**config.mk**
```make
export PLATFORM = sky130hd
export DESIGN_NAME = color_frame_ctrl
export DESIGN_NICKNAME = d
export VERILOG_FILES = /design/src/rtl/color_frame_ctrl_pkg.sv /design/src/rtl/color_frame_ctrl_btn_priority_enc.sv /design/src/rtl/color_frame_ctrl.sv
export SDC_FILE = /design/constraint.sdc
export NUM_CORES = 1
export LEC_CHECK = 0
export ABC_CLOCK_PERIOD_IN_PS = 2500
export BUFFER_PORTS_ARGS = -buffer_cell sky130_fd_sc_hd__buf_2
export CAP_MARGIN = 15
export CORE_MARGIN = 10
export CORE_UTILIZATION = 56
export DETAILED_ROUTE_END_ITERATION = 16
export HOLD_SLACK_MARGIN = 0.03
export PLACE_DENSITY = 0.77
export SLEW_MARGIN = 10
export SYNTH_ARGS = -nofsm -noshare
export SYNTH_HDL_FRONTEND = slang
export SYNTH_SLANG_ARGS = --single-unit
export TNS_END_PERCENT = 5
```
**constraint.sdc**
```tcl
create_clock -name clk -period 2.5 [get_ports clk]
set_input_delay 0.25 -clock clk [delete_from_list [all_inputs] [get_ports clk]]
set_output_delay 0.25 -clock clk [all_outputs]
set_load 0.01 [all_outputs]
```
**src/rtl/color_frame_ctrl_pkg.sv**
```systemverilog
// ============================================================================
// Module : color_frame_ctrl_pkg
// Brief  : Color codes and FSM state encodings for the VGA color path.
// Rev    : 1.0  initial release
// ============================================================================
`default_nettype none

package color_frame_ctrl_pkg;

    typedef logic [2:0] color_t;

    localparam color_t CLR_BLACK   = 3'd0;
    localparam color_t CLR_BLUE    = 3'd1;
    localparam color_t CLR_GREEN   = 3'd2;
    localparam color_t CLR_CYAN    = 3'd3;
    localparam color_t CLR_RED     = 3'd4;
    localparam color_t CLR_MAGENTA = 3'd5;
    localparam color_t CLR_YELLOW  = 3'd6;
    localparam color_t CLR_WHITE   = 3'd7;

    localparam logic [1:0] ST_IDLE         = 2'd0;
    localparam logic [1:0] ST_DEBOUNCE     = 2'd1;
    localparam logic [1:0] ST_WAIT_FRAME   = 2'd2;
    localparam logic [1:0] ST_WAIT_RELEASE = 2'd3;

endpackage

`default_nettype wire

```
**src/rtl/color_frame_ctrl_btn_priority_enc.sv**
```systemverilog
// ============================================================================
// Module : btn_priority_enc
// Brief  : Combinational 8->3 highest-set-bit encoder with any-valid flag.
// Rev    : 1.0  initial release
// ============================================================================
`default_nettype none

module btn_priority_enc
    import color_frame_ctrl_pkg::*;
(
    input  logic [7:0] i_btn,
    output color_t     o_code,
    output logic       o_valid
);

    always_comb begin
        o_code = CLR_BLACK;
        for (int i = 0; i < 8; i++) begin
            if (i_btn[i]) begin
                o_code = 3'(i);
            end
        end
    end

    assign o_valid = |i_btn;

endmodule

`default_nettype wire

```
**src/rtl/color_frame_ctrl.sv**
```systemverilog
// ============================================================================
// Module : color_frame_ctrl
// Brief  : Debounces/arbitrates color buttons, commits color at frame start.
// Rev    : 1.0  initial release
// ============================================================================
`default_nettype none

module color_frame_ctrl
    import color_frame_ctrl_pkg::*;
#(
    parameter int         DB_COUNT    = 250000,
    parameter logic [2:0] RESET_COLOR = 3'b111
) (
    input  logic       clk,
    input  logic       reset,
    input  logic       frame_start,
    input  logic [7:0] btn,
    output logic [2:0] color_rgb,
    output logic       color_update,
    output logic       pending
);

    localparam int                 c_CNT_W    = (DB_COUNT > 1) ? $clog2(DB_COUNT) : 1;
    localparam logic [c_CNT_W-1:0] c_CNT_LOAD = c_CNT_W'(DB_COUNT - 1);

    logic [1:0]         r_state;
    logic [c_CNT_W-1:0] r_cnt;
    color_t             r_cand;
    color_t             r_color;
    logic               r_update;
    logic               r_pending;
    color_t             w_enc_code;
    logic               w_enc_valid;

    btn_priority_enc u_enc (
        .i_btn   (btn),
        .o_code  (w_enc_code),
        .o_valid (w_enc_valid)
    );

    always_ff @(posedge clk) begin
        if (!reset) begin
            r_state   <= ST_IDLE;
            r_cnt     <= '0;
            r_cand    <= CLR_BLACK;
            r_color   <= RESET_COLOR;
            r_update  <= 1'b0;
            r_pending <= 1'b0;
        end else begin
            r_update <= 1'b0;
            case (r_state)
                ST_IDLE: begin
                    if (w_enc_valid) begin
                        r_cand  <= w_enc_code;
                        r_cnt   <= c_CNT_LOAD;
                        r_state <= ST_DEBOUNCE;
                    end
                end
                ST_DEBOUNCE: begin
                    // Only the latched candidate matters; later presses are ignored.
                    if (!btn[r_cand]) begin
                        r_state <= ST_IDLE;
                    end else if (r_cnt == '0) begin
                        r_state   <= ST_WAIT_FRAME;
                        r_pending <= 1'b1;
                    end else begin
                        r_cnt <= r_cnt - 1'b1;
                    end
                end
                ST_WAIT_FRAME: begin
                    if (frame_start) begin
                        r_color   <= r_cand;
                        r_update  <= 1'b1;
                        r_pending <= 1'b0;
                        r_state   <= ST_WAIT_RELEASE;
                    end
                end
                ST_WAIT_RELEASE: begin
                    if (btn == 8'h00) begin
                        r_state <= ST_IDLE;
                    end
                end
                default: r_state <= ST_IDLE;
            endcase
        end
    end

    assign color_rgb    = r_color;
    assign color_update = r_update;
    assign pending      = r_pending;

endmodule

`default_nettype wire
```
==> impl_metrics.py, run 1 <==
metrics = {
    "synth": {
        "async_flop_share_pct": 0,
        "ys.flop_type": "dfxtp_1",
        "syn_area_mm2": 0.00149,
        "synthesis.nets": 186,
        "synth.avg_cell_area_um2": 8.56,
        "synth_edf_count": 0,
        "ys_warn_count": 0,
        "ys_seq_area_share_pct": 37.6,
        "ys_seq_elements": 28,
        "synth.distinct_cells": 48,
        "syn_inst": 174,
    },
    "finish": {
        "layout-drive-gt1-share_pct": 19.8,
        "antenna_cells": 0,
        "fin_util_pct": 67.0,
        "nNetsFinal": 205,
        "area_growth_pct": 12.4,
    },
    "timing": {
        "fin_hold_ws_ns": 0.162,
        "finalCriticalPeriod_ns": 2.30,
        "fin_setup_tns_ns": 0,
        "maxSlewViolCount": 0,
        "rsz0062_at_grt": "no",
        "finalHoldViolCount": 0,
        "clock_skew_ns": 0.00551,
        "worst_pin_slew_ns": 0.520,
        "relSlewSlack_pct": 65.0,
        "period_share_pct": 91.9,
        "setup_violations": 0,
        "max_clock_freq_ghz": 0.435,
    },
    "global_route": {
        "grt_start_max_net_pins": 17,
        "grt_pass1_wl_um": 6030,
        "antenna_found_initial": 0,
        "track_usage_pct": 13.7,
        "grt_pass1_vias": 1318,
        "grt.overflow.total": 0,
    },
    "detailed_routing": {
        "via_per_inst": 6.23,
        "firstDrtPassIters": 6,
        "wl_per_cell_um": 16.4,
        "route.vias.total": 1382,
        "drt_iter0_drc": 61,
        "drc": 0,
        "drt_wl_total_um": 3640,
        "drtAntennaViolNets": 0,
    },
    "place": {
        "dp_hpwl_um": 2690,
        "gp_congestion": 0.924,
        "numPortBuffers": 15,
    },
    "clocking": {
        "cts_tree": "built",
        "hold_buffers": 0,
        "cts_resized": 0,
        "cts_setup_buffers": 0,
        "cts_num_sinks": 28,
        "path_clk_slew_ns": 0.16,
        "numCtsBuffers": 3,
        "htree_levels": 1,
        "clockRootBuffer": "clkbuf_4",
        "clock_path_buffers": 2,
        "insertion_delay_ns": 0.34,
    },
    "power": {
        "clock_power_share_pct": 29.1,
        "vdd_drop_max_mv": 0.529,
        "power_leakage_nw": 0.668,
        "pwr-share-comb_pct": 22.3,
        "p_sw_uw": 308,
        "total_power_mw": 1.05,
        "intPower_uw": 745,
        "switching_share_pct": 29.2,
        "share_seq_of_total_power_pct": 48.6,
        "powerDensity_mw_per_mm2": 628,
    },
    "hold_path": {
        "worstHoldEndpoint": "color_rgb[0]$_SDFFE_PN1P_",
        "hold_path_depth": 2,
        "min_path_type": "primary input to flop",
        "min-delay-start": "reset",
    },
    "critical_path": {
        "r2r_cells": 5,
        "critPathMaxFanout": 5,
        "cp.arrival_ns": 2.58,
        "crit_slowest_cell": "or4_4",
        "rrSetupSlack_ns": 0.20,
        "startpoint_type": "flop",
        "critPathMaxStageDelay_ns": 0.57,
        "cp.required_ns": 2.78,
        "crit_type": "flop to flop",
        "r2r-start": "r_cnt[3]$_SDFFE_PN0P_",
        "crit_path_cell_trace": "or4_4, or3_4, or3_1, or4_1, a21oi_1",
        "worstReg2RegEnd": "r_cnt[10]$_SDFFE_PN0P_",
        "endpoint_kind": "flop",
    },
    "job": {
        "max_cap_viol_count": 0,
    },
    "floorplanning": {
        "rows": 18,
        "start_util_pct": 59.6,
        "coreArea_mm2": 0.00250,
        "die_h_um": 71.6,
        "dieArea_mm2": 0.00512,
        "die_x_um": 71.6,
        "ios": 16,
    },
    "status": {
        "run_status": "complete, no violations",
    },
}
[power by group through the flow]
stage          clock [mW]  combinational (mW)  sequential [mW]
3_5_place_dp            0               0.231            0.519
6_report            0.307               0.235            0.511
3_3_place_gp            0               0.222            0.517
4_1_cts             0.308               0.233            0.510
5_1_grt             0.324               0.260            0.516
2_1_floorplan           0               0.175            0.510
[cell type report]
cell class | count | area [um2]
timing repair buffer | 22 | 128
tap | 30 | 37.5
fill | 209 | 825
sequential | 28 | 561
clock buffer | 3 | 22.5
inverter | 6 | 22.5
multi-input combinational | 132 | 875
clock inverter | 1 | 30.0
[flip-flops by register name (all words and copies together) (netlist names), named ones only]
| signal | flops |
|---|---|
| color_rgb | 3 |
| color_update | 1 |
| pending | 1 |
| r_cand | 3 |
| r_cnt | 18 |
| r_state | 1 |
[cells in the mapped netlist (2+ instances only)]
cell type | number | area, um2
a21oi_1 | 13 | 65.1
clkbuf_1 | 6 | 22.5
dfxtp_1 | 28 | 561
inv_1 | 6 | 22.5
mux2_2 | 2 | 22.5
mux2i_1 | 3 | 30.0
nand2_1 | 12 | 45.0
nand2b_1 | 2 | 12.5
nand4_1 | 2 | 12.5
nor2_1 | 20 | 75.1
nor3_1 | 9 | 45.0
nor4_1 | 4 | 25.0
o211a_1 | 2 | 20.0
o211ai_1 | 2 | 15.0
o21a_1 | 2 | 15.0
o21ai_0 | 9 | 45.0
o21bai_1 | 3 | 22.5
o31ai_1 | 2 | 15.0
or3_1 | 7 | 43.8
or3_4 | 2 | 22.5
or4_1 | 7 | 52.6
xnor2_1 | 4 | 35.0
xor2_1 | 2 | 17.5
[worst max-delay path by stage]
| stage | from | end |
|---|---|---|
| floorplan | r_cnt[8]$_SDFFE_PN0P_ | r_cnt[0]$_SDFFE_PN0P_ |
| global route | r_cnt[0]$_SDFFE_PN0P_ | r_cnt[11]$_SDFFE_PN0P_ |
| CTS | r_cnt[3]$_SDFFE_PN0P_ | r_cnt[10]$_SDFFE_PN0P_ |
| detailed placement | r_cnt[3]$_SDFFE_PN0P_ | r_cnt[10]$_SDFFE_PN0P_ |
| global placement | r_cnt[3]$_SDFFE_PN0P_ | r_cnt[12]$_SDFFE_PN0P_ |
| finish | r_cnt[3]$_SDFFE_PN0P_ | r_cnt[10]$_SDFFE_PN0P_ |
[worst max-delay path: cells and delay by family (launching register included)]
family / cells / cell delay, ns
compound gates: 1 / 0.15
flops: 1 / 0.36
simple gates: 4 / 1.72
[kinds of logic after synthesis]
family                   Yosys count  synth area share (%)
AO/OA/AOI/OAI                     43                  21.6
XOR/XNOR                           6                  3.53
adder cells (fa/ha/maj)            1                 0.839
buffers and inverters             14                  3.69
flip-flops                        28                  37.6
multiplexers                       6                  5.04
AND/OR/NAND/NOR                   76                  27.7
[per-layer routing]
layer	vias to the layer above	wire [um]	global-route usage [%]
li1	687	-	-
met1	638	1540	15.7
met2	46	1800	25.3
met3	11	195	2.48
met4	0	98	3.44
met5	-	0	0
[layout by cell type (no fill, tap or decap), types with 2 or more instances in the layout]
cell      count
dfxtp_1      28
a21oi_1      13
mux2_2        2
buf_2        15
o21bai_1      3
nand2b_1      2
mux2i_1       3
nor2_1       20
nand4_1       2
nand2_1      12
o31ai_1       2
or3_4         2
nor3_1        9
clkbuf_4      3
o21a_1        2
o211a_1       2
or3_1         7
o211ai_1      2
xor2_1        2
inv_1         6
nor4_1        4
buf_4         7
xnor2_1       4
o21ai_0       9
or4_1         7
[per-stage QoR]
step / std cells / setup WS (ns) / cell area [um2]
after floorplan: 174 / 0.268 / 1490
after global placement: 218 / 0.284 / 1620
after detailed placement: 218 / 0.242 / 1620
after CTS: 222 / 0.200 / 1680
after global routing: 222 / 0.0825 / 1680
final: 222 / 0.204 / 1680
(Power assumes the default switching activity.)
==> inputs of run 2 (changes only) <==
Settings changed: CTS_BUF_LIST set to sky130_fd_sc_hd__clkbuf_8.
==> impl_metrics.py, run 2 (synthesized netlist as in run 1, its figures left out) <==
metrics = {
    "power": {
        "clock_power_share_pct": 32.8,
        "p_sw_uw": 310,
        "switching_share_pct": 28.0,
        "vdd_drop_max_mv": 0.678,
        "share_seq_of_total_power_pct": 46.1,
        "pwr-share-comb_pct": 21.1,
        "power_leakage_nw": 0.675,
        "powerDensity_mw_per_mm2": 653,
        "intPower_uw": 797,
    },
    "clocking": {
        "path_clk_slew_ns": 0.10,
        "cts_tree": "built",
        "cts_num_sinks": 28,
        "htree_levels": 1,
        "clockRootBuffer": "clkbuf_8",
        "cts_resized": 0,
        "insertion_delay_ns": 0.28,
        "hold_buffers": 0,
        "clock_path_buffers": 2,
        "cts_setup_buffers": 0,
        "numCtsBuffers": 3,
    },
    "critical_path": {
        "critPathMaxFanout": 5,
        "crit_slowest_cell": "or4_4",
        "critPathMaxStageDelay_ns": 0.57,
        "startpoint_type": "flop",
        "crit_type": "flop to flop",
        "cp.arrival_ns": 2.49,
        "cp.required_ns": 2.71,
        "endpoint_kind": "flop",
        "crit_path_cell_trace": "or4_4, or3_4, or3_1, or4_1, a21oi_1",
    },
    "global_route": {
        "antenna_found_initial": 0,
        "grt_use_met2_pct": 25.1,
        "grt.overflow.total": 0,
        "track_usage_pct": 13.6,
        "grt_pass1_wl_um": 6000,
        "grt_pass1_vias": 1320,
        "grt_start_max_net_pins": 17,
        "grt_util_met1_pct": 15.4,
        "grt-busiest-layer": "met2",
        "use_met3_pct": 3.17,
    },
    "finish": {
        "fill_cells": 203,
        "register_area_um2": 561,
        "largest_reg_flops": 18,
        "layout_common_cells": "28 x dfxtp_1, 20 x nor2_1, 15 x buf_2",
        "instances_no_fill": 222,
        "fin_util_pct": 67.8,
        "multiInputGateArea_um2": 875,
        "area_growth_pct": 13.7,
        "final_common_cell": "dfxtp_1",
        "layout-drive-gt1-share_pct": 19.8,
        "regMostFlops": "r_cnt",
        "antenna_cells": 0,
        "nNetsFinal": 205,
        "design_area_mm2": 0.00169,
    },
    "timing": {
        "rsz0062_at_grt": "no",
        "relSlewSlack_pct": 65.1,
        "fin_setup_tns_ns": 0,
        "period_share_pct": 91.5,
        "maxSlewViolCount": 0,
        "finalHoldViolCount": 0,
        "worst_slack_ns": 0.213,
        "max_clock_freq_ghz": 0.437,
        "worst_pin_slew_ns": 0.517,
        "finalCriticalPeriod_ns": 2.29,
        "clock_skew_ns": 0.00512,
        "setup_violations": 0,
    },
    "place": {
        "dp.cells": 218,
        "gp_congestion": 0.924,
        "dp_hpwl_um": 2690,
        "place_ws_ns": 0.242,
        "dpl-instance-area_mm2": 0.00162,
        "numPortBuffers": 15,
    },
    "detailed_routing": {
        "route.vias.total": 1358,
        "drt_iter0_drc": 50,
        "wl_per_cell_um": 16.1,
        "drt_wl_total_um": 3570,
        "drc": 0,
        "firstDrtPassIters": 4,
        "drtAntennaViolNets": 0,
        "via_per_inst": 6.12,
    },
    "status": {
        "run_status": "complete, no violations",
    },
    "floorplanning": {
        "rows": 18,
        "start_util_pct": 59.6,
        "ios": 16,
        "die_h_um": 71.6,
        "die_x_um": 71.6,
        "coreArea_mm2": 0.00250,
        "dieArea_mm2": 0.00512,
    },
    "hold_path": {
        "min_path_type": "primary input to flop",
    },
    "job": {
        "max_cap_viol_count": 0,
    },
}
[run 2: changes by cell type in the layout (fill, tap and decap cells not counted)]
| cell | delta |
|---|---|
| clkbuf_4 | -3 |
| clkbuf_8 | +3 |
[run 2: power groups by stage]
stage | sequential [mW] | combinational [mW] | clock (mW)
floorplan | 0.510 | 0.175 | 0
global placement | 0.517 | 0.222 | 0
detailed placement | 0.519 | 0.231 | 0
CTS | 0.509 | 0.233 | 0.363
global route | 0.515 | 0.260 | 0.383
finish | 0.510 | 0.234 | 0.363
[run 2: path summary, 6_finish.rpt]
path	startpoint	end	slack [ns]	depth (start not counted)
max	r_cnt[3]$_SDFFE_PN0P_	r_cnt[10]$_SDFFE_PN0P_	0.21	5
min	reset	color_rgb[0]$_SDFFE_PN1P_	0.23	2
max reg2reg	r_cnt[3]$_SDFFE_PN0P_	r_cnt[10]$_SDFFE_PN0P_	0.21	5
min reg2reg	pending$_SDFFE_PN0P_	pending$_SDFFE_PN0P_	0.47	2
[run 2: final cells by class]
type | count | area share (%)
multi-input combinational | 132 | 51.6
sequential | 28 | 33.1
timing repair buffer | 22 | 7.53
clock buffer | 3 | 2.44
tap | 30 | 2.22
clock inverter | 1 | 1.77
inverter | 6 | 1.33
[run 2: per-stage QoR]
step                      hold slack (ns)  power [mW]
final                               0.233        1.11
after detailed placement            0.456       0.750
after floorplan                     0.422       0.684
after global routing                0.240        1.16
after global placement              0.442       0.739
after CTS                           0.237        1.10
[run 2: critical path, delay by kind of cell, from the launching register on]
family             cells  cell delay [ns]
AOI/OAI and AO/OA      1             0.15
DFF                    1             0.35
and+or+nand+nor        4             1.72
[run 2: layer usage]
layer | vias up | wire [um]
met3 | 4 | 147
met2 | 28 | 1800
met4 | 0 | 29
li1 | 683 | -
met1 | 643 | 1590
met5 | - | 0
==> inputs of run 3 (changes only) <==
Settings changed: CORE_ASPECT_RATIO set to 1.4.
==> impl_metrics.py, run 3 (synthesized netlist as in run 1, its figures left out) <==
metrics = {
    "timing": {
        "fin_hold_ws_ns": 0.230,
        "max_clock_freq_ghz": 0.424,
        "relSlewSlack_pct": 66.2,
        "finalHoldViolCount": 0,
        "period_share_pct": 94.4,
        "maxSlewViolCount": 0,
        "finalCriticalPeriod_ns": 2.36,
        "setup_violations": 0,
        "worst_pin_slew_ns": 0.502,
        "clock_skew_ns": 0.00614,
        "rsz0062_at_grt": "no",
        "fin_setup_tns_ns": 0,
        "worst_slack_ns": 0.140,
    },
    "critical_path": {
        "startpoint_type": "flop",
        "crit_slowest_cell": "or4_4",
        "crit_type": "flop to flop",
        "worstReg2RegEnd": "r_cnt[1]$_SDFFE_PN0P_",
        "crit_path_cell_trace": "or4_4, nor4_1, and2_0, o21a_1, nor2_1, o211a_1",
        "cp.required_ns": 2.68,
        "cp.arrival_ns": 2.54,
        "critPathMaxFanout": 7,
        "r2r-start": "r_cnt[3]$_SDFFE_PN0P_",
        "critPathMaxStageDelay_ns": 0.58,
        "endpoint_kind": "flop",
        "rrSetupSlack_ns": 0.14,
        "r2r_cells": 6,
    },
    "clocking": {
        "cts_resized": 0,
        "path_clk_slew_ns": 0.10,
        "cts_tree": "built",
        "clockRootBuffer": "clkbuf_8",
        "numCtsBuffers": 3,
        "hold_buffers": 0,
        "clock_path_buffers": 2,
        "insertion_delay_ns": 0.28,
        "htree_levels": 1,
        "cts_num_sinks": 28,
        "cts_setup_buffers": 0,
    },
    "detailed_routing": {
        "via_per_inst": 6.05,
        "drt_wl_total_um": 3600,
        "route.vias.total": 1380,
        "firstDrtPassIters": 4,
        "wl_per_cell_um": 15.8,
        "drc": 0,
        "drt_iter0_drc": 53,
        "drtAntennaViolNets": 0,
    },
    "finish": {
        "fill_cells": 233,
        "nNetsFinal": 205,
        "register_area_um2": 561,
        "layout-drive-gt1-share_pct": 19.8,
        "final_common_cell": "dfxtp_1",
        "antenna_cells": 0,
        "layout_common_cells": "28 x dfxtp_1, 20 x nor2_1, 15 x buf_2",
        "area_growth_pct": 14.2,
        "design_area_mm2": 0.00170,
        "largest_reg_flops": 18,
        "regMostFlops": "r_cnt",
        "multiInputGateArea_um2": 875,
    },
    "hold_path": {
        "min-delay-start": "reset",
        "min_path_type": "primary input to flop",
        "worstHoldEndpoint": "color_rgb[2]$_SDFFE_PN1P_",
        "hold_path_depth": 2,
    },
    "place": {
        "dp_hpwl_um": 2680,
        "gp_congestion": 0.835,
        "dpl-instance-area_mm2": 0.00163,
        "numPortBuffers": 15,
        "place_ws_ns": 0.205,
    },
    "global_route": {
        "grt_start_max_net_pins": 17,
        "antenna_found_initial": 0,
        "track_usage_pct": 14.1,
        "grt_pass1_wl_um": 5930,
        "grt.overflow.total": 0,
        "grt_pass1_vias": 1348,
    },
    "power": {
        "pwr-share-comb_pct": 21.3,
        "p_sw_uw": 313,
        "power_leakage_nw": 0.675,
        "intPower_uw": 797,
        "vdd_drop_max_mv": 0.453,
        "switching_share_pct": 28.2,
        "powerDensity_mw_per_mm2": 652,
        "share_seq_of_total_power_pct": 46.0,
        "clock_power_share_pct": 32.8,
    },
    "floorplanning": {
        "die_h_um": 81.0,
        "ios": 16,
        "start_util_pct": 57.6,
        "rows": 22,
        "die_x_um": 63.6,
        "coreArea_mm2": 0.00259,
        "dieArea_mm2": 0.00515,
    },
    "job": {
        "max_cap_viol_count": 0,
    },
    "status": {
        "run_status": "complete, no violations",
    },
}
[run 3: cell counts in the layout (fill, tap and decap cells not counted)]
Identical to the previous run, type by type.
[run 3: how the worst max path moves through the flow]
stage | endpoint | slack [ns] | start
global placement | r_cnt[12]$_SDFFE_PN0P_ | 0.29 | r_cnt[3]$_SDFFE_PN0P_
detailed placement | r_cnt[12]$_SDFFE_PN0P_ | 0.21 | r_cnt[3]$_SDFFE_PN0P_
CTS | r_cnt[1]$_SDFFE_PN0P_ | 0.14 | r_cnt[3]$_SDFFE_PN0P_
global route | r_cnt[11]$_SDFFE_PN0P_ | 0.02 | r_cnt[0]$_SDFFE_PN0P_
floorplan | r_cnt[0]$_SDFFE_PN0P_ | 0.27 | r_cnt[8]$_SDFFE_PN0P_
finish | r_cnt[1]$_SDFFE_PN0P_ | 0.14 | r_cnt[3]$_SDFFE_PN0P_
[run 3: worst max-delay path: cells and delay by family (launching register included)]
family / cells / cell delay (ns)
AOI/OAI and AO/OA: 2 / 0.49
DFF: 1 / 0.35
and+or+nand+nor: 4 / 1.42
[run 3: routing by layer]
layer | GRT usage [%] | share of wire, %
met1 | 14.0 | 39
met2 | 27.4 | 54
met3 | 2.34 | 3.4
met4 | 7.02 | 3.2
met5 | 0 | 0
[run 3: cell type report]
type                    count  share of cell area (%)
clock inverters             1                    1.76
multi-input cells         132                    51.4
inverters                   6                    1.32
well taps                  36                    2.65
flip-flops and latches     28                    32.9
clock buffers               3                    2.43
repair buffers             22                    7.50
[run 3: power by group through the flow]
| stage | clock network [mW] | logic (mW) | registers, mW |
|---|---|---|---|
| floorplan | 0 | 0.175 | 0.510 |
| global placement | 0 | 0.222 | 0.517 |
| detailed placement | 0 | 0.233 | 0.518 |
| CTS | 0.371 | 0.235 | 0.510 |
| global route | 0.379 | 0.260 | 0.514 |
| finish | 0.364 | 0.236 | 0.510 |
[run 3: stage by stage]
stage | power [mW] | instances | utilization (%)
2_1_floorplan | 0.684 | 174 | -
3_3_place_gp | 0.739 | 224 | 63.0
3_5_place_dp | 0.752 | 224 | 63.0
4_1_cts | 1.12 | 228 | 65.8
5_1_grt | 1.15 | 228 | 65.8
6_report | 1.11 | 228 | 65.8
